File: config.mk
export PLATFORM = sky130hd
export DESIGN_NAME = lutram_nw_mr
export DESIGN_NICKNAME = d
export VERILOG_FILES = /design/src/rtl/lutram_nw_mr_pkg.sv /design/src/rtl/lutram_nw_mr_bank.sv /design/src/rtl/lutram_nw_mr.sv
export SDC_FILE = /design/constraint.sdc
export NUM_CORES = 2
export LEC_CHECK = 0
export CAP_MARGIN = 10
export CORE_ASPECT_RATIO = 1.2
export CORE_MARGIN = 5
export CORE_UTILIZATION = 35
export DETAILED_ROUTE_END_ITERATION = 10
export MAX_ROUTING_LAYER = met4
export SETUP_SLACK_MARGIN = 0.5
export SYNTH_ARGS = -nofsm -noshare
export SYNTH_HDL_FRONTEND = slang
export SYNTH_SLANG_ARGS = --single-unit
File: constraint.sdc
create_clock -name clk -period 10 [get_ports clk]
set_clock_uncertainty 0.05 [all_clocks]
set_input_delay 1.5 -clock clk [delete_from_list [all_inputs] [get_ports clk]]
set_output_delay 1.5 -clock clk [all_outputs]
set_load 0.02 [all_outputs]
File: src/rtl/lutram_nw_mr_pkg.sv
// Shared types for the multi-write LUTRAM: controller state encoding.
package lutram_nw_mr_pkg;

    typedef enum logic {
        CLEAR = 1'b0,
        READY = 1'b1
    } lutram_state_t;

endpackage

File: src/rtl/lutram_nw_mr_bank.sv
// One storage bank: single write port, NUM_READ_PORTS asynchronous read ports, no reset.
module lutram_nw_mr_bank #(
    parameter int WIDTH          = 32,
    parameter int DEPTH          = 32,
    parameter int NUM_READ_PORTS = 2
) (
    input  logic                                         clk,
    input  logic                                         we,
    input  logic [$clog2(DEPTH)-1:0]                     waddr,
    input  logic [WIDTH-1:0]                             wdata,
    input  logic [NUM_READ_PORTS-1:0][$clog2(DEPTH)-1:0] raddr,
    output logic [NUM_READ_PORTS-1:0][WIDTH-1:0]         rdata
);

    logic [WIDTH-1:0] mem [DEPTH];

    always_ff @(posedge clk) begin
        if (we) begin
            mem[waddr] <= wdata;
        end
    end

    for (genvar i = 0; i < NUM_READ_PORTS; i++) begin : g_rd
        assign rdata[i] = mem[raddr[i]];
    end

endmodule

File: src/rtl/lutram_nw_mr.sv
// Multi-write/multi-read LUTRAM built from per-port banks plus a live-value table.
// Optional same-cycle write-to-read forwarding: define LUTRAM_BYPASS_EN.
//
// state | meaning
// CLEAR | zeroing bank 0 and LVT one address per cycle; writes ignored, reads 0
// READY | normal operation until rst
module lutram_nw_mr
    import lutram_nw_mr_pkg::*;
#(
    parameter int WIDTH           = 32,
    parameter int DEPTH           = 32,
    parameter int NUM_WRITE_PORTS = 2,
    parameter int NUM_READ_PORTS  = 2
) (
    input  logic                                          clk,
    input  logic                                          rst,
    input  logic [NUM_WRITE_PORTS-1:0][$clog2(DEPTH)-1:0] waddr,
    input  logic [NUM_WRITE_PORTS-1:0]                    wen,
    input  logic [NUM_WRITE_PORTS-1:0][WIDTH-1:0]         wdata,
    input  logic [NUM_READ_PORTS-1:0][$clog2(DEPTH)-1:0]  raddr,
    output logic [NUM_READ_PORTS-1:0][WIDTH-1:0]          rdata,
    output logic                                          ready
);

    localparam int AW    = $clog2(DEPTH);
    localparam int LVT_W = (NUM_WRITE_PORTS > 1) ? $clog2(NUM_WRITE_PORTS) : 1;

    lutram_state_t state;
    logic [AW-1:0] clr_cnt;
    logic          clearing;
    logic          live;

    assign clearing = (state == CLEAR);
    assign live     = (state == READY) && !rst;

    always_ff @(posedge clk) begin
        if (rst) begin
            state   <= CLEAR;
            clr_cnt <= '0;
            ready   <= 1'b0;
        end else begin
            case (state)
                CLEAR: begin
                    // Counter parks at the last address; it never wraps.
                    if (clr_cnt == AW'(DEPTH - 1)) begin
                        state <= READY;
                        ready <= 1'b1;
                    end else begin
                        clr_cnt <= clr_cnt + 1'b1;
                    end
                end
                READY: begin
                    state <= READY;
                    ready <= 1'b1;
                end
                default: begin
                    state   <= CLEAR;
                    clr_cnt <= '0;
                    ready   <= 1'b0;
                end
            endcase
        end
    end

    logic [NUM_WRITE_PORTS-1:0]                              bank_we;
    logic [NUM_WRITE_PORTS-1:0][AW-1:0]                      bank_waddr;
    logic [NUM_WRITE_PORTS-1:0][WIDTH-1:0]                   bank_wdata;
    logic [NUM_WRITE_PORTS-1:0][NUM_READ_PORTS-1:0][WIDTH-1:0] bank_rdata;

    // Bank 0 doubles as the clear target, so its write port is muxed with the counter.
    always_comb begin
        for (int p = 0; p < NUM_WRITE_PORTS; p++) begin
            bank_we[p]    = wen[p] && live;
            bank_waddr[p] = waddr[p];
            bank_wdata[p] = wdata[p];
        end
        if (clearing) begin
            bank_we[0]    = 1'b1;
            bank_waddr[0] = clr_cnt;
            bank_wdata[0] = '0;
        end
    end

    for (genvar p = 0; p < NUM_WRITE_PORTS; p++) begin : g_bank
        lutram_nw_mr_bank #(
            .WIDTH          (WIDTH),
            .DEPTH          (DEPTH),
            .NUM_READ_PORTS (NUM_READ_PORTS)
        ) u_bank (
            .clk   (clk),
            .we    (bank_we[p]),
            .waddr (bank_waddr[p]),
            .wdata (bank_wdata[p]),
            .raddr (raddr),
            .rdata (bank_rdata[p])
        );
    end

    logic [LVT_W-1:0] lvt [DEPTH];

    // Ascending port order makes the highest-indexed writer the last assignment.
    always_ff @(posedge clk) begin
        if (clearing) begin
            lvt[clr_cnt] <= '0;
        end else if (live) begin
            for (int p = 0; p < NUM_WRITE_PORTS; p++) begin
                if (wen[p]) begin
                    lvt[waddr[p]] <= LVT_W'(p);
                end
            end
        end
    end

    always_comb begin
        for (int i = 0; i < NUM_READ_PORTS; i++) begin
            rdata[i] = '0;
            if (live) begin
                rdata[i] = bank_rdata[lvt[raddr[i]]][i];
`ifdef LUTRAM_BYPASS_EN
                for (int p = 0; p < NUM_WRITE_PORTS; p++) begin
                    if (wen[p] && (waddr[p] == raddr[i])) begin
                        rdata[i] = wdata[p];
                    end
                end
`endif
            end
        end
    end

endmodule

; ---- After elaboration in Yosys (flattened, before gate mapping)
; Memory sizes are Yosys's and may differ from the RTL's.
; Index checks and enable logic that the tools add are counted.
[totals]
mem_count = 3
mem_bits_rw = 2080
word_cells = 48
out_inout_bits = 65
regBits = 7
[mem_list]
columns = memory, words, width, read_ports, rd_ports_with_merged_regs, write_ports, line_no
row1 = g_bank[0].u_bank.mem, 32, 32, 2, 0, 1, lutram_nw_mr_bank.sv:15  ; logic [WIDTH-1:0] mem [DEPTH];
row2 = g_bank[1].u_bank.mem, 32, 32, 2, 0, 1, lutram_nw_mr_bank.sv:15
row3 = lvt, 32, 1, 2, 0, 2, lutram_nw_mr.sv:99  ; logic [LVT_W-1:0] lvt [DEPTH];
[classes]
reduce_logical = 6
eq_ne = 2
magnitude_cmp = 2
muxes = 29
addsub = 1
bitwise_logic = 2
[op_table]
columns = cell, n
row1 = 2-to-1 mux 32 bit, 5
row2 = 2-to-1 mux 64 bit, 2
row3 = 2-to-1 mux 1 bit, 18
row4 = 2-to-1 mux 5 bit, 2
row5 = adder 5 x 1 -> 5 bit (second input constant), 1
row6 = equality test 5 bit (second input constant), 1
row7 = < comparator 1 x 2 -> 1 bit (second input constant), 2
row8 = one-hot mux 1 bit (2 select lines), 2
row9 = logical AND 1 bit, 3
row10 = != test 2 x 1 -> 1 bit (second input constant), 1
row11 = NOT 1 bit, 2
row12 = AND reduction 2 bit, 1
row13 = zero test 1 bit, 1
row14 = OR reduction 1 bit, 1

; ---- Longest topological paths before layout
[logic_depth]
depth_word = 7
ltp_mapped = 10

; ---- Hierarchy
; From an unflattened synthesis, not the netlist that was laid out.
[hier_totals]
hier_cells = 7290
hier_area_um2 = 101312.2
[by_module_without_submodules]
columns = module, seq_area_each_um2, n_inst, cells_per_inst, area_each_um2
row1 = lutram_nw_mr_bank, 30749.5, 2, 3386, 48789.3
row2 = lutram_nw_mr, 780.7, 1, 518, 3733.6

; ---- Worst setup path after synthesis
; OpenSTA, ideal clock, no wires.
[synth_timing]
path_type = input to register
startpoint = input rst
endpoint = memory lvt[16] (netlist bit)
setup_ps = 256
stages = 6
setup_slack_ps = 4816
t_required_ps = 9694
arrival_ps = 4877
path_buffers = 1
path_cell_list = clkbuf_1 nand3b_1 nor2_1 a21oi_1 nor3_1 o22ai_1
[synth_rtl]
columns = element, line_no
row1 = start: declaration, lutram_nw_mr.sv:16  ; input logic rst,
row2 = end: declaration, lutram_nw_mr.sv:99

==> results_dict.tcl <==
set metrics [dict create \
    final_cells 9123 \
    ys.flop_type "edfxtp_1" \
    min_path_cells 2 \
    multi_input_area_um2 33500 \
    antenna_found_initial 22 \
    seq_area_frac_synth_pct 64.1 \
    ir_drop_mv 0.133 \
    slew-limit-headroom_pct 17.4 \
    rsz0062_at_grt "false" \
    async_flop_share_pct 0 \
    cts_setup_buffers 0 \
    crit_path_max_fanout 42 \
    drv_slew 0 \
    grt_remaining_overflow 0 \
    muxShareOfSynthArea_pct 25.8 \
    yosysMostFrequentCell "edfxtp_1" \
    ys_warn_count 0 \
    synth_top_cell_area_share_pct 63.3 \
    drive_gt1_share_pct 34.1 \
    cts-root-buf "clkbuf_16" \
    grt_pass1_vias 58308 \
    cp-end-kind "output pin" \
    r2r_end "g_bank[1].u_bank.mem[24][5]" \
    cts_tree "yes" \
    synth-compound-area-share_pct 5.98 \
    hp-class "flip-flop to flip-flop" \
    netlist_area_um2 97100 \
    syn_nets 5323 \
    area_growth_pct 13.2 \
    start_util_pct 35.0 \
    max-cap-violations 0 \
    clockBufferDepth 4 \
    dieArea_um2 288000 \
    vias_per_cell 6.25 \
    detail_route.wl_per_cell_um 35.6 \
    start_kind "input port" \
    insertion_delay_ps 840 \
    cts.sinks 2087 \
    grt_max_degree 161 \
    ff2ff_setup_slack_ps 5680 \
    grtUsageTotal_pct 22.5 \
    rr_worst_depth 7 \
    gp_congestion 0.898 \
    num_io_pins 153 \
    synth_cell_types 44 \
    worst_slew_pin_slew_ps 1240 \
    ant_nets 0 \
    dp_hpwl_um 188000 \
    synth_top_area_cell "edfxtp_1" \
    synthTopCellsByCount "2048 x edfxtp_1, 783 x mux4_2, 516 x mux2_2" \
    dp.cells 8734 \
    grt_first_pass_wirelength_um 453000 \
    synth-xor-area-share_pct 0.0270 \
    die_y_um 587 \
    endpoint "rdata[15]" \
    synth_edf_count 2048 \
    dr_total_vias 57017 \
    regArea_um2 62300 \
    drc 0 \
    leakage_nw 33.1 \
    netlist_top_cells_area "edfxtp_1 63%, mux4_2 18%, mux2_2 6.0%, o22ai_1 1.9%, mux2i_1 1.7%" \
    fp-row-count 212 \
    yosys.area_share.simple_pct 1.93 \
    synth_top_family_by_area "multiplexers" \
    utilization_pct 39.7 \
    ctsHoldBuffers 0 \
    fin_crit_ps 7850 \
    fill_cells 24565 \
    worstPathArrival_ps 6300 \
    fmax_ghz 0.127 \
    netlist_instances 5233 \
    nNetsFinal 5396 \
    final.setup.tns_ps 0 \
    drt-total-wl_um 325000 \
    startpoint "raddr[1]" \
    critPathRequiredTime_ps 8450 \
    port_buffers 152 \
    initialDrtViolationCount 6875 \
    synthAdderAreaFrac_pct 0.0258 \
    timing.final.crit_share_pct 78.5 \
    synth_seq_cells 2087 \
    hold_violations 0 \
    crit_type "input port to output pin" \
    setup_violations 0 \
    core_um2 277000 \
    power_per_cell_area_nw_per_um2 170 \
    numCtsBuffers 204 \
    r2r-start "state" \
    dr.pass1.iters 5 \
    clkTransAtPathRegs_ps 60 \
    avgSynthCellArea_um2 18.6 \
    status "completed" \
    cts_max_level 4 \
    fp.dieW_um 491 \
    post_cts_resized 0 \
]
==> cells by family after synthesis <==
logic type,after synthesis
buffers and inverters,449
AND/OR/NAND/NOR,380
multiplexers,1464
XOR/XNOR,3
flip-flops,2087
AO/OA/AOI/OAI,848
adder cells (fa/ha/maj),2
==> layout by cell type (no fill, tap or decap), types with 19 or more instances in the layout <==
master           instances
or3_1                   34
a221oi_1                65
a31oi_1                 33
nand2_1                 47
o21ai_0                130
clkbuf_1                31
nor3_1                  98
mux2_2                 516
buf_12                  25
bufinv_16               21
clkinv_1                44
o22a_1                  32
buf_4                  131
mux4_2                 783
mux2i_1                165
a211oi_1                52
a22oi_1                132
dfxtp_1                 38
nor2_1                  48
edfxtp_1              2048
nor2_4                  64
o31ai_1                 64
and2_1                  32
o22ai_1                289
clkinv_2                40
clkdlybuf4s50_1        147
o211ai_1                32
clkbuf_16              208
diode_2                 19
==> power breakdown <==
group	leakage [nW]	switching [W]	internal [W]
clock	3.19	0.00337	0.00436
sequential	18.5	0.0000228	0.00959
combinational	11.3	0.000852	0.000557
total	33.1	0.00424	0.0145
==> flip-flops by register name, summed over array words and instances, names as in the netlist <==
| register | count |
|---|---|
| clr_cnt | 5 |
| ready | 1 |
| lvt | 32 |
| state | 1 |
| g_bank.u_bank.mem | 2048 |
==> area by class of cell <==
cell class,count,share of cell area (%)
sequential,2087,56.6
multi-input combinational,2697,30.4
clock buffer,245,4.89
tap,3638,4.14
timing repair buffer,312,2.81
clock inverter,121,1.03
antenna,19,0.0432
inverter,4,0.0137
==> worst min path at each step <==
stage / startpoint / end
6_report: lvt[16] / lvt[16]
3_5_place_dp: lvt[16] / lvt[16]
3_3_place_gp: ready / ready
4_1_cts: lvt[16] / lvt[16]
5_1_grt: lvt[16] / lvt[16]
2_1_floorplan: lvt[16] / lvt[16]
==> critical path, stage by stage <==
cell             delay [ps]
clkdlybuf4s50_1         870
or3_4                   570
buf_4                   710
o21ai_0                 190
a221oi_1                770
mux2i_1                 150
a31oi_1                 690
clkdlybuf4s50_1         760
==> through the flow <==
step	worst slack (ps)	hold slack, ps	total power [W]	area (um2)
5_1_grt	2150	449	0.0192	110000
4_1_cts	2280	428	0.0188	110000
3_3_place_gp	2130	413	0.0112	103000
2_1_floorplan	4820	386	0.0107	97100
6_report	2150	430	0.0187	110000
3_5_place_dp	2290	420	0.0112	103000
==> routing by layer <==
metal	track usage (%)	part of all wire, %	up-vias
li1	-	-	22622
met1	26.3	36	30352
met2	37.2	50	3113
met3	3.77	7.9	930
met4	12.4	6.5	0
met5	-	0	-
Power figures use the tool's default switching activity.
